**src/rtl/pulse_transmitter_symbol_sequencer.sv**
```systemverilog
// Symbol sequencer: plays programmed {level, psel, duration} symbols through the countdown timer.
// Optional multi-pass playback is enabled with `define PULSE_TRANSMITTER_SEQ_LOOP_EN.
module pulse_transmitter_symbol_sequencer #(
  parameter int NUM_SYMBOLS     = 8,
  parameter int TIMER_WIDTH     = 8,
  parameter int PRESCALER_WIDTH = 16
) (
  input  logic                               clk,
  input  logic                               sys_rst_n,
  input  logic                               sym_we,
  input  logic [$clog2(NUM_SYMBOLS)-1:0]     sym_addr,
  input  logic [TIMER_WIDTH+1:0]             sym_wdata,
  input  logic [$clog2(NUM_SYMBOLS):0]       cfg_length,
  input  logic                               cfg_idle_level,
  input  logic [$clog2(PRESCALER_WIDTH)-1:0] cfg_prescaler0,
  input  logic [$clog2(PRESCALER_WIDTH)-1:0] cfg_prescaler1,
  input  logic [7:0]                         cfg_loop_count,
  input  logic                               start,
  input  logic                               stop,
  input  logic                               timer_pulse,
  output logic                               timer_en,
  output logic [$clog2(PRESCALER_WIDTH)-1:0] timer_prescaler,
  output logic [TIMER_WIDTH-1:0]             timer_duration,
  output logic                               pulse_out,
  output logic                               busy,
  output logic                               done
);

  localparam int AW = $clog2(NUM_SYMBOLS);
  localparam int LW = AW + 1;
  localparam int PW = $clog2(PRESCALER_WIDTH);
  localparam int DW = TIMER_WIDTH + 2;
  localparam logic [LW-1:0] MAX_LEN = LW'(NUM_SYMBOLS);

  typedef enum logic [1:0] {IDLE, LOAD, RUN, DONE} state_t;

  state_t                 state, state_next;
  logic [DW-1:0]          mem [NUM_SYMBOLS];
  logic [AW-1:0]          idx, idx_next;
  logic [LW-1:0]          len, len_next;
  logic [LW-1:0]          eff_len;
  logic                   last_sym;
  logic                   capture;
  logic [AW-1:0]          cap_idx;
  logic [DW-1:0]          cap_entry;
  logic                   en_next;
  logic [PW-1:0]          pre_next;
  logic [TIMER_WIDTH-1:0] dur_next;
  logic                   pout_next;
  logic                   done_next;

`ifdef PULSE_TRANSMITTER_SEQ_LOOP_EN
  logic [7:0] pass_cnt, pass_next;
`else
  logic unused_loop_count;
  assign unused_loop_count = ^cfg_loop_count;
`endif

  assign eff_len  = (cfg_length > MAX_LEN) ? MAX_LEN : cfg_length;
  assign last_sym = ({1'b0, idx} == (len - LW'(1)));
  assign busy     = (state == LOAD) || (state == RUN);

  always_ff @(posedge clk or negedge sys_rst_n) begin
    if (!sys_rst_n) begin
      for (int i = 0; i < NUM_SYMBOLS; i++) mem[i] <= '0;
    end else if (sym_we) begin
      mem[sym_addr] <= sym_wdata;
    end
  end

  always_ff @(posedge clk or negedge sys_rst_n) begin
    if (!sys_rst_n) begin
      state           <= IDLE;
      idx             <= '0;
      len             <= '0;
      timer_en        <= 1'b0;
      timer_prescaler <= '0;
      timer_duration  <= '0;
      pulse_out       <= 1'b0;
      done            <= 1'b0;
`ifdef PULSE_TRANSMITTER_SEQ_LOOP_EN
      pass_cnt        <= '0;
`endif
    end else begin
      state           <= state_next;
      idx             <= idx_next;
      len             <= len_next;
      timer_en        <= en_next;
      timer_prescaler <= pre_next;
      timer_duration  <= dur_next;
      pulse_out       <= pout_next;
      done            <= done_next;
`ifdef PULSE_TRANSMITTER_SEQ_LOOP_EN
      pass_cnt        <= pass_next;
`endif
    end
  end

  always_comb begin
    state_next = state;
    idx_next   = idx;
    len_next   = len;
    en_next    = timer_en;
    pre_next   = timer_prescaler;
    dur_next   = timer_duration;
    pout_next  = pulse_out;
    done_next  = 1'b0;
    capture    = 1'b0;
    cap_idx    = idx;
    cap_entry  = '0;
`ifdef PULSE_TRANSMITTER_SEQ_LOOP_EN
    pass_next  = pass_cnt;
`endif

    case (state)
      IDLE: begin
        en_next   = 1'b0;
        pout_next = cfg_idle_level;
        if (start) begin
          if (eff_len != '0) begin
            state_next = LOAD;
            idx_next   = '0;
            len_next   = eff_len;
            capture    = 1'b1;
            cap_idx    = '0;
`ifdef PULSE_TRANSMITTER_SEQ_LOOP_EN
            pass_next  = cfg_loop_count;
`endif
          end else begin
            done_next = 1'b1;
          end
        end
      end
      LOAD: begin
        state_next = RUN;
        en_next    = 1'b1;
      end
      RUN: begin
        en_next = 1'b1;
        if (timer_pulse) begin
          en_next = 1'b0;
          if (!last_sym) begin
            state_next = LOAD;
            idx_next   = idx + AW'(1);
            capture    = 1'b1;
            cap_idx    = idx + AW'(1);
`ifdef PULSE_TRANSMITTER_SEQ_LOOP_EN
          end else if (pass_cnt != 8'd0) begin
            state_next = LOAD;
            idx_next   = '0;
            pass_next  = pass_cnt - 8'd1;
            capture    = 1'b1;
            cap_idx    = '0;
`endif
          end else begin
            state_next = DONE;
            pout_next  = cfg_idle_level;
            done_next  = 1'b1;
          end
        end
      end
      DONE: begin
        state_next = IDLE;
        en_next    = 1'b0;
        pout_next  = cfg_idle_level;
      end
      default: state_next = IDLE;
    endcase

    // Forward a same-cycle write so a symbol rewritten just before capture still plays its new value.
    if (capture) begin
      cap_entry = (sym_we && (sym_addr == cap_idx)) ? sym_wdata : mem[cap_idx];
      dur_next  = cap_entry[TIMER_WIDTH-1:0];
      pre_next  = cap_entry[DW-2] ? cfg_prescaler1 : cfg_prescaler0;
      pout_next = cap_entry[DW-1];
    end

    if (stop) begin
      state_next = IDLE;
      en_next    = 1'b0;
      pout_next  = cfg_idle_level;
      done_next  = 1'b0;
    end
  end

endmodule

```
**config.mk**
```make
export PLATFORM = sky130hd
export DESIGN_NAME = pulse_transmitter_symbol_sequencer
export DESIGN_NICKNAME = d
export VERILOG_FILES = /design/src/rtl/pulse_transmitter_symbol_sequencer.sv
export SDC_FILE = /design/constraint.sdc
export NUM_CORES = 1
export LEC_CHECK = 0
export BUFFER_PORTS_ARGS = -buffer_cell sky130_fd_sc_hd__buf_2
export CAP_MARGIN = 25
export CORE_ASPECT_RATIO = 0.5
export CORE_MARGIN = 2
export CORE_UTILIZATION = 39
export CTS_BUF_LIST = sky130_fd_sc_hd__clkbuf_2 sky130_fd_sc_hd__clkbuf_4 sky130_fd_sc_hd__clkbuf_8
export CTS_CLUSTER_DIAMETER = 40
export DETAILED_ROUTE_END_ITERATION = 10
export PLACE_DENSITY = 0.56
export SLEW_MARGIN = 15
export SYNTH_ARGS = -nofsm -noshare
export SYNTH_HDL_FRONTEND = slang
export SYNTH_SLANG_ARGS = --single-unit
```
**constraint.sdc**
```tcl
create_clock -name clk -period 8.9 [get_ports clk]
set_clock_uncertainty 0.15 [all_clocks]
set_input_delay 0.445 -clock clk [delete_from_list [all_inputs] [get_ports clk]]
set_output_delay 0.445 -clock clk [all_outputs]
set_load 0.005 [all_outputs]
```
* Word-level counts from Yosys, hierarchy flattened *
Index checks and enable logic that the tools add are counted.

storage, ports and cells
  register bits after elaboration = 104
  bits of input ports = 40
  output and inout port bits = 16
  logic and storage cells = 83

cells by class
  add/subtract/negate cells = 2
  order comparisons = 4
  equality and inequality tests = 10
  muxes and demuxes = 39
  bitwise logic cells = 2
  reductions and logical operators = 10

operator list
  operator             number
  $bwmux 80            1
  $mux 10              4
  $bmux 10 s3          1
  $demux 10 s3         1
  $mux 1               15
  $mux 3               4
  $mux 2               5
  $ne 3x3->1 const B   3
  $reduce_and 3->1     3
  $ge 4x4->1 const B   2
  $mux 4               2
  $ne 4x4->1 const B   2
  $not 3->4            2
  $pmux 2 s4           1
  $reduce_bool 4->1    2
  $pmux 1 s2           3
  $pmux 3 s2           1
  $eq 2x2->1 const B   2
  $eq 3x4->1           1
  $gt 4x4->1 const B   1
  $lt 4x1->1 const B   1
  $sub 4x1->4 const B  1
  $add 3x1->3 const B  1
  $eq 3x3->1           1
  6 further kinds      7

* Depth between registers and ports, before layout *
Gate-level depths: netlist (run 1).

  depth after elaboration = 13
  mapped depth = 13

* Worst setup path after synthesis (run 1) *
No wires, ideal clock.

  path type = reg-to-reg
  start = register len[0]
  end = register timer_prescaler[0]
  setup time = 0.125 ns
  arrival time = 2.568 ns
  required time = 8.625 ns
  slack = 6.057 ns
  cell stages (with the launch flop) = 13
  clock period less this slack = 2.843 ns
  cell sequence = dfrtp_1 inv_1 ha_1 xnor2_1 nor3_1 o21ai_4 a22oi_4 buf_4 mux2i_1 mux2i_1 mux2i_2 mux2i_1 a21oi_1

between the ends
  longest elaborated chain between the ends = 11
  elaborated cells on any way between the ends = 16
  classes of those cells = 1 x add/sub; 2 x eq/ne; 11 x mux; 1 x bitwise; 1 x reduce/logical

ends and longest elaborated chain
  item                                         line  source
  start, declared                              40    logic [LW-1:0] len, len_next;
  start signal, assigned                       87    len <= len_next;
  $sub 4x1->4 (*)                              60    assign last_sym = ({1'b0, idx} == (len - LW'(1)));
  $eq 3x4->1 (*)                               60
  $mux 3 (2 in series)                         n/a
  $pmux 3 s2                                   n/a
  $not 3->4 (not written as such)              172   cap_entry = (sym_we && (sym_addr == cap_idx)) ? sym_wdata : mem[cap_idx];
  $bmux 10 s3                                  172
  $mux 10 (not written as such) (2 in series)  172
  $mux 10                                      172
  $mux 4                                       174   pre_next = cap_entry[DW-2] ? cfg_prescaler1 : cfg_prescaler0;
  end signal, assigned                         89    timer_prescaler <= pre_next;
  end, declared                                22    output logic [$clog2(PRESCALER_WIDTH)-1:0] timer_prescaler,

Mark *: on every way between the ends. The rest lies on a longest branch, timed or not. The select of a mux whose other input is x is not followed.
A chain may end at the register's enable or synchronous reset.

* Worst setup path in the final report (run 1) *
  start = register len[0]
  end = register timer_duration[5]

between the ends
  longest elaborated chain between the ends = 10
  elaborated cells on any way between the ends = 15
  classes of those cells = 1 x add/sub; 2 x eq/ne; 10 x mux; 1 x bitwise; 1 x reduce/logical

ends and longest elaborated chain
  item                                         line  source
  $sub 4x1->4 (*)                              60
  $eq 3x4->1 (*)                               60
  $mux 3 (2 in series)                         n/a
  $pmux 3 s2                                   n/a
  $not 3->4 (not written as such)              172
  $bmux 10 s3                                  172
  $mux 10 (not written as such) (2 in series)  172
  $mux 10                                      172
  end signal, assigned                         90    timer_duration <= dur_next;
  end, declared                                23    output logic [TIMER_WIDTH-1:0] timer_duration,

Marked as above.

==> results of run 1 <==
cell usage after synthesis (4+ instances only):
library cell,instances,area share
mux2_2,82,0.18
o22ai_1,4,0.0047
ha_1,4,0.0095
o21ai_0,5,0.0047
inv_1,7,0.0050
clkbuf_1,13,0.0093
a211oi_1,20,0.028
a211oi_2,13,0.031
xnor2_1,7,0.012
a21oi_1,25,0.024
mux2i_1,37,0.070
buf_2,4,0.0038
dfrtp_1,104,0.49
nand2_1,9,0.0064
nor2_1,15,0.011
nor3_1,13,0.012
nor2b_1,17,0.020
metal layers:
metal  track usage  part of all wire
met5             0                 0
met4        0.0353            0.0062
met3        0.0447             0.039
met2         0.275              0.45
met1         0.231              0.50
per-stage QoR:
step | instance area (um^2) | util | instances | setup WS [ns] | power (W)
finish | 5880 | 0.455 | 644 | 4.41 | 0.00152
global route | 5880 | 0.455 | 643 | 4.00 | 0.00163
CTS | 5840 | 0.452 | 641 | 4.35 | 0.00154
detailed placement | 5660 | 0.438 | 625 | 4.39 | 0.00126
global placement | 5630 | 0.436 | 622 | 4.36 | 0.00124
floorplan | 5270 | - | 426 | 6.06 | 0.00110
cell usage in the layout (no fill, tap or decap), types with 2 or more instances in the layout:
master and instances:
a211oi_1 20, mux2i_1 37, xnor2_1 7, o22ai_1 4
ha_1 4, buf_6 3, nand2_1 9, a211oi_2 13
and2_1 2, nand4b_1 3, nand3_1 3, clkinv_2 2
nor2b_1 17, clkinvlp_4 2, nor2_1 15, nor3b_2 2
nor3_2 2, clkbuf_8 10, inv_1 7, nand3b_1 3
buf_2 46, a21oi_1 25, nand4_1 2, dfrtp_1 104
nor3_1 11, o21ai_1 3, buf_4 6, o21ai_0 5
mux2_2 82
final cells by class:
cell class,count,area (um^2)
Tap cell,170,213
Multi-Input combinational cell,290,2520
Antenna cell,1,2.50
Timing Repair Buffer,57,347
Clock inverter,5,33.8
Sequential cell,104,2600
Inverter,7,26.3
Fill cell,1241,7040
Clock buffer,10,138
tightest hold or removal path, stage by stage:
cell	delay (ns)
buf_2	0.08
a32oi_1	0.05
o31ai_1	0.06
power groups by stage:
stage / Combinational (W) / Clock [W] / Sequential (W)
finish: 0.000576 / 0.000270 / 0.000674
floorplan: 0.000430 / 0 / 0.000669
global route: 0.000640 / 0.000303 / 0.000692
detailed placement: 0.000573 / 0 / 0.000683
CTS: 0.000577 / 0.000286 / 0.000674
global placement: 0.000564 / 0 / 0.000680
sequential cells by signal, indices dropped and copies added (netlist names):
register	flops
mem	80
done	1
len	4
state	2
idx	3
timer_en	1
timer_prescaler	4
timer_duration	8
pulse_out	1
cell families after synthesis:
kind of cell | Yosys count | synth area share
flip-flops | 104 | 0.493
buffers and inverters | 32 | 0.0325
adder cells (fa/ha/maj) | 4 | 0.00949
multiplexers | 120 | 0.248
XOR/XNOR | 7 | 0.0116
AND/OR/NAND/NOR | 75 | 0.0781
AO/OA/AOI/OAI | 84 | 0.127
final timing paths:
path	cells past startpoint	endpoint	startpoint	slack, ns
min reg2reg	1	mem[56]	mem[56]	0.36
max in group asynchronous	4	mem[66]	sys_rst_n	7.23
min	3	pulse_out	cfg_idle_level	0.14
min in group asynchronous	2	done	sys_rst_n	0.35
max	11	timer_duration[5]	len[0]	4.41
max reg2reg	11	timer_duration[5]	len[0]	4.41
==> impl_metrics.ini, run 1 <==
[run_status]
status = finished, final reports clean

[global_routing]
grt_pass1_vias = 3428
antenna_found_initial = 1
gr-total-overflow = 0
grt_start_max_net_pins = 81
globalRouteTotalUtil = 0.169
grt_pass1_wl_mm = 18.7

[yosys]
syn_area_um2 = 5270
yosysWarningCount = 0
avgSynthCellArea_um2 = 12.4
synth-edff-count = 0
syn_inst = 426
synth_seq_cells = 104
ys_seq_area_frac = 0.493
syn_nets = 470
synth_ff_type = dfrtp_1
ys_types = 48
async_reset_ff_frac = 1.00

[setup_path]
cp.arrival_ns = 4.63
path_delay_family = simple AND/OR/NAND/NOR gates
worst-path-buf-inv = 2
crit_required_ns = 9.04
slowest_stage = and2_1
cp-end-kind = register
max_stage_delay_ns = 0.75
crit_top_cell = xnor2_1
path_cells = inv_1 -> ha_1 -> xnor2_1 -> nor3_1 -> o21ai_4 -> a22oi_4 -> buf_4 -> xnor2_1 -> nand4_1 -> and2_1 -> a211oi_2
setup.worst_path.class = register to register
startpoint_type = register
cp_max_fo = 58

[die]
die-area_um2 = 14500
placementRows = 29
ios = 56
die_w_um = 168
die_h_um = 86.2
fp.coreArea_um2 = 12900
initial_core_util = 0.408

[routing]
ant_nets = 0
drt-total-wl_mm = 11.8
drt-wirelength-per-cell_um = 18.3
via_per_inst = 5.39
drt_first_pass_iters = 4
drc = 0
drt_iter0_drc = 262
vias = 3471

[sta]
worst_pin_slew_ns = 1.01
fmax_ghz = 0.222
fin_crit_ns = 4.49
whs_ns = 0.144
slew_headroom = 0.324
maxSlewViolCount = 0
setup_violations = 0
tns_ns = 0
finalCritPeriodShare = 0.505
rsz0062_at_grt = no
hold_viol_final = 0

[clock_tree]
clk_latency_ns = 0.38
cts-htree-levels = 3
cts_buffers = 9
post_cts_buffers = 0
ctsResizeCount = 0
cts_buffer_depth = 2
clockRootBuffer = clkbuf_8
cts.sinks = 104
ctsHoldBuffers = 1
cts_tree = done
clk_pin_slew_ns = 0.09

[final_layout]
fin_nets = 513
layout-drive-gt1-share = 0.376
area_growth_pct = 11.5

[placed_design]
portBuffers = 47
gp_congestion = 0.722
dp.final_hpwl_mm = 7.37

[min_path]
hold_class = input port to register

[pwr]
clkPwrFrac = 0.177
power.internal_w = 0.000980
powerDensity_nw_per_um2 = 258
switching_power_w = 0.000540
ir_drop_mv = 0.0829
power_frac_comb = 0.379
seqPwrFrac = 0.444
p_leak_nw = 2.41
netSwitchingFraction = 0.355

[flow_run]
cap_violations = 0
Power figures use the tool's default switching activity.
==> run 2, diff against run 1 <==
- clock period: 8.9 -> 4.65 ns (I/O delays scaled with it)
==> run 2 against run 1 <==
Net effect:
- sequential share of layout area shrank 0.88 points
- register-to-register slack lost 3.7 ns
- via count rose by 0.66%
- critical path type unchanged
- die area is the same
- largest power group unchanged
- count of clock-buffer cells in the layout unchanged
- sequential cell count did not move
- highest routed layer unchanged
- cell count is 1.6% higher
==> impl_metrics.ini, run 2 (same netlist as run 1, synthesis figures left out) <==
[pwr]
total_power_w = 0.00299
ir_drop_mv = 0.175
p_leak_nw = 2.47
powerDensity_nw_per_um2 = 499

[setup_path]
cp.arrival_ns = 4.03
worst-path-buf-inv = 3
max_stage_delay_ns = 0.58
cp-end-kind = register
slowest_stage = o211ai_2
path_delay_family = buffers and inverters
cp_max_fo = 13
crit_required_ns = 4.76
path_cells = inv_1 -> ha_1 -> xnor2_1 -> nor3_1 -> o21ai_4 -> o211ai_2 -> xnor2_1 -> nand4_1 -> buf_4 -> mux2i_1 -> o31ai_1 -> dlygate4sd3_1
crit_top_cell = xnor2_1
setup.worst_path.class = register to register
startpoint_type = register

[clock_tree]
cts-htree-levels = 3
ctsResizeCount = 0
cts.sinks = 104
cts_buffers = 9
clk_pin_slew_ns = 0.09
clockRootBuffer = clkbuf_8
clk_latency_ns = 0.38
post_cts_buffers = 0
ctsHoldBuffers = 9
cts_tree = done
cts_buffer_depth = 2

[sta]
fmax_ghz = 0.255
tns_ns = 0
finalCritPeriodShare = 0.844
whs_ns = 0.0158
setup_violations = 0
slew_headroom = 0.390
worst_pin_slew_ns = 0.914
rsz0062_at_grt = no
hold_viol_final = 0
fin_crit_ns = 3.92
maxSlewViolCount = 0

[global_routing]
gr-usage-met1 = 0.241
grt_pass1_wl_mm = 19.2
grt.busiest_layer = met2
globalRouteTotalUtil = 0.173
antenna_found_initial = 0
grt_start_max_net_pins = 76
grtUsageMet2 = 0.278
grt_pass1_vias = 3500
met3_usage = 0.0402
gr-total-overflow = 0

[routing]
drt_iter0_drc = 140
via_per_inst = 5.34
drt_first_pass_iters = 4
drt-total-wl_mm = 11.8
vias = 3494
ant_nets = 0
drt-wirelength-per-cell_um = 18.0
drc = 0

[die]
initial_core_util = 0.408
die-area_um2 = 14500
placementRows = 29
ios = 56
die_w_um = 168
fp.coreArea_um2 = 12900
die_h_um = 86.2

[placed_design]
dp.final_hpwl_mm = 7.55
gp_congestion = 0.800
portBuffers = 47
place_inst = 628

[final_layout]
reg.largest.list = mem x80, timer_duration x8
top_register = mem
layout-drive-gt1-share = 0.374
final_common_cell = dfrtp_1
fin_nets = 524
antenna_cells = 0
utilization = 0.465
final.fill_count = 1231
layout_common_cells = 104 x dfrtp_1, 82 x mux2_2, 46 x buf_2, 37 x mux2i_1, 25 x a21oi_1
final-instance-count-excl-fill = 654
area_growth_pct = 13.8
largest_reg_flops = 80

[min_path]
hold_class = input port to register

[run_status]
status = finished, final reports clean

[flow_run]
cap_violations = 0
==> run 2: worst paths after layout <==
| path | cells past startpoint | start | slack, ns | end |
|---|---|---|---|---|
| max | 12 | len[0] | 0.73 | pulse_out |
| min | 3 | cfg_length[0] | 0.02 | len[0] |
| max reg2reg | 12 | len[0] | 0.73 | pulse_out |
| min reg2reg | 1 | mem[77] | 0.36 | mem[77] |
| max in group asynchronous | 4 | sys_rst_n | 3.21 | mem[73] |
| min in group asynchronous | 2 | sys_rst_n | 0.11 | state[0] |
==> run 2: cell type report <==
type | instances | area, um^2 | area share
clock buffer | 10 | 138 | 0.0229
clock inverter | 5 | 56.3 | 0.00938
inverter | 7 | 26.3 | 0.00438
multi-input combinational | 290 | 2520 | 0.420
sequential | 104 | 2600 | 0.434
tap | 170 | 213 | 0.0354
timing repair buffer | 68 | 445 | 0.0742
==> run 2: worst min-delay path, delay by kind of cell <==
kind / cells / cell delay, ns
AOI/OAI and AO/OA: 1 / 0.09
and+or+nand+nor: 1 / 0.08
buffers and inverters: 1 / 0.09
==> run 2: routing by layer <==
metal	share of wire	wire length, um
met1	0.50	5950
met2	0.45	5300
met3	0.034	406
met4	0.012	143
met5	0	0
==> run 2: where the power goes <==
group / total, W / internal (W) / switching (W) / leakage, nW
Combinational: 0.00113 / 0.000539 / 0.000596 / 1.12
Clock: 0.000577 / 0.000261 / 0.000315 / 0.0985
Sequential: 0.00128 / 0.00115 / 0.000135 / 1.25
Total: 0.00299 / 0.00195 / 0.00105 / 2.47
==> run 2: stage by stage <==
step	setup WS, ns	instance area (um^2)
global placement	1.03	5650
floorplan	1.81	5270
CTS	0.703	5970
detailed placement	0.999	5680
global route	0.461	6000
finish	0.726	6000
==> run 3, diff against run 2 <==
- PLACE_DENSITY: 0.56 -> 0.58
- clock period: 4.65 -> 3.2 ns (I/O delays scaled with it)
==> run 3 against run 2 <==
Net effect:
- wire length grew 3.2%
- final area grew 4.7%
- die area is the same
- register-to-register slack lost 0.53 ns
- sequential power grew 45%
- core utilization grew 2.2 points
- non-clock buffer count grew 28
==> impl_metrics.ini, run 3 (same netlist as run 1, synthesis figures left out) <==
[run_status]
status = finished, final reports clean

[global_routing]
gr-total-overflow = 0
grt_pass1_vias = 3680
grt_pass1_wl_mm = 20.1
grt_start_max_net_pins = 105
antenna_found_initial = 1
globalRouteTotalUtil = 0.180

[sta]
worst_pin_slew_ns = 0.918
setup_violations = 0
setup_slack_ns = 0.166
hold_viol_final = 0
finalCritPeriodShare = 0.948
maxSlewViolCount = 0
slew_headroom = 0.385
fmax_ghz = 0.330
fin_crit_ns = 3.03
rsz0062_at_grt = no

[final_layout]
fin_nets = 552
final-instance-count-excl-fill = 683
reg.largest.list = mem x80, timer_duration x8
antenna_cells = 0
top_register = mem
fin_area_um2 = 6280
largest_reg_flops = 80
layout_common_cells = 104 x dfrtp_1, 82 x mux2_2, 46 x buf_2, 37 x mux2i_1, 27 x dlygate4sd3_1
area_growth_pct = 19.1
layout-drive-gt1-share = 0.378
final_common_cell = dfrtp_1

[clock_tree]
clk_latency_ns = 0.38
clk_pin_slew_ns = 0.11
cts.sinks = 104
clockRootBuffer = clkbuf_8
cts_buffer_depth = 2
cts_buffers = 9
cts-htree-levels = 3
cts_tree = done

[min_path]
hold_class = input port to register
whs_endpoint = state[1]
hold-path-cell-count = 4
hp-start = start

[die]
fp.coreArea_um2 = 12900
die_w_um = 168
placementRows = 29
die_h_um = 86.2
die-area_um2 = 14500
initial_core_util = 0.408
ios = 56

[setup_path]
rrSetupSlack_ns = 0.20
cp-end-kind = register
setup.worst_path.class = input port to register
cp.arrival_ns = 3.16
crit_required_ns = 3.32
startpoint_type = input port
cp_max_fo = 29
path_cells = dlygate4sd3_1 -> buf_2 -> or4_4 -> a21boi_4 -> nor2_1 -> a22oi_4 -> buf_12 -> mux2i_1 -> mux2i_1 -> mux2_2 -> mux2i_1 -> o31ai_1
slowest_stage = or4_4
crit_top_cell = mux2i_1
max_stage_delay_ns = 0.55
rr_worst_depth = 11
worstReg2RegEnd = pulse_out
regToRegStartpoint = len[0]

[routing]
drt_first_pass_iters = 4
ant_nets = 0
drc = 0
drt-wirelength-per-cell_um = 17.8
drt-total-wl_mm = 12.2
via_per_inst = 5.30
vias = 3620
drt_iter0_drc = 251

[placed_design]
post-place-ws_ns = -0.0225
dp.final_hpwl_mm = 7.66
dpl_cell_area_um2 = 5770
gp_congestion = 0.749
portBuffers = 47
place_inst = 637

[flow_run]
cap_violations = 0

[pwr]
p_leak_nw = 2.60
ir_drop_mv = 0.335
powerDensity_nw_per_um2 = 705
## run 3: cell types whose count changed in the layout (fill, tap and decap cells not counted), sizes merged
cell,change
buf,+11
dlygate4sd3,+18
inv,+3
bufinv,-1
clkbuf,-2
## run 3: layout make-up
type,instances,area (um^2)
Timing Repair Buffer,96,698
Sequential cell,104,2600
Clock inverter,7,82.6
Multi-Input combinational cell,290,2530
Clock buffer,9,124
Inverter,7,26.3
Fill cell,1163,6640
Tap cell,170,213
## run 3: report_power, final
group	switching, W	leakage (nW)	internal, W
logic	0.000886	1.25	0.000825
registers	0.000197	1.25	0.00167
clock network	0.000535	0.101	0.000315
## run 3: how the worst max path moves through the flow
stage | from | to | slack, ns | depth (start not counted)
after floorplan | len[0] | timer_prescaler[0] | 0.36 | 12
after global placement | len[1] | pulse_out | 0.10 | 12
after detailed placement | len[1] | timer_prescaler[2] | -0.02 | 12
after CTS | cfg_length[1] | timer_prescaler[2] | 0.004 | 12
after global routing | len[1] | pulse_out | 0.02 | 12
final | cfg_length[1] | pulse_out | 0.17 | 12
## run 3: metal layers
layer / global-route usage / part of all wire / vias to the layer above
met5: 0 / 0.0011 / -
met2: 0.278 / 0.43 / 70
met1: 0.260 / 0.52 / 1798
li1: - / - / 1740
met3: 0.0402 / 0.043 / 10
met4: 0.0447 / 0.0098 / 2
## run 3: stage by stage
step	total power, W	util	setup TNS, ns	hold WS [ns]
final	0.00443	0.486	0	0.0341
after detailed placement	0.00356	0.446	-0.0421	0.127
after global routing	0.00476	0.486	0	0.0617
after global placement	0.00353	0.446	0	0.129
after floorplan	0.00306	-	0	-0.286
after CTS	0.00445	0.484	0	0.0170
## run 3: repair_timing
action	4_1_cts	5_1_grt
pin swaps	0	1
hold endpoints to repair	189	0
setup buffers	0	3
endpoints found under the setup margin	4	13
cloned	0	0
hold buffers	27	0
resized for setup	1	2
## run 3: worst max-delay path, delay by kind of cell
kind	cells	cell delay (ns)
buffers and inverters	3	0.91
multiplexers	4	0.82
AND/OR/NAND/NOR	2	0.66
AO/OA/AOI/OAI	3	0.60
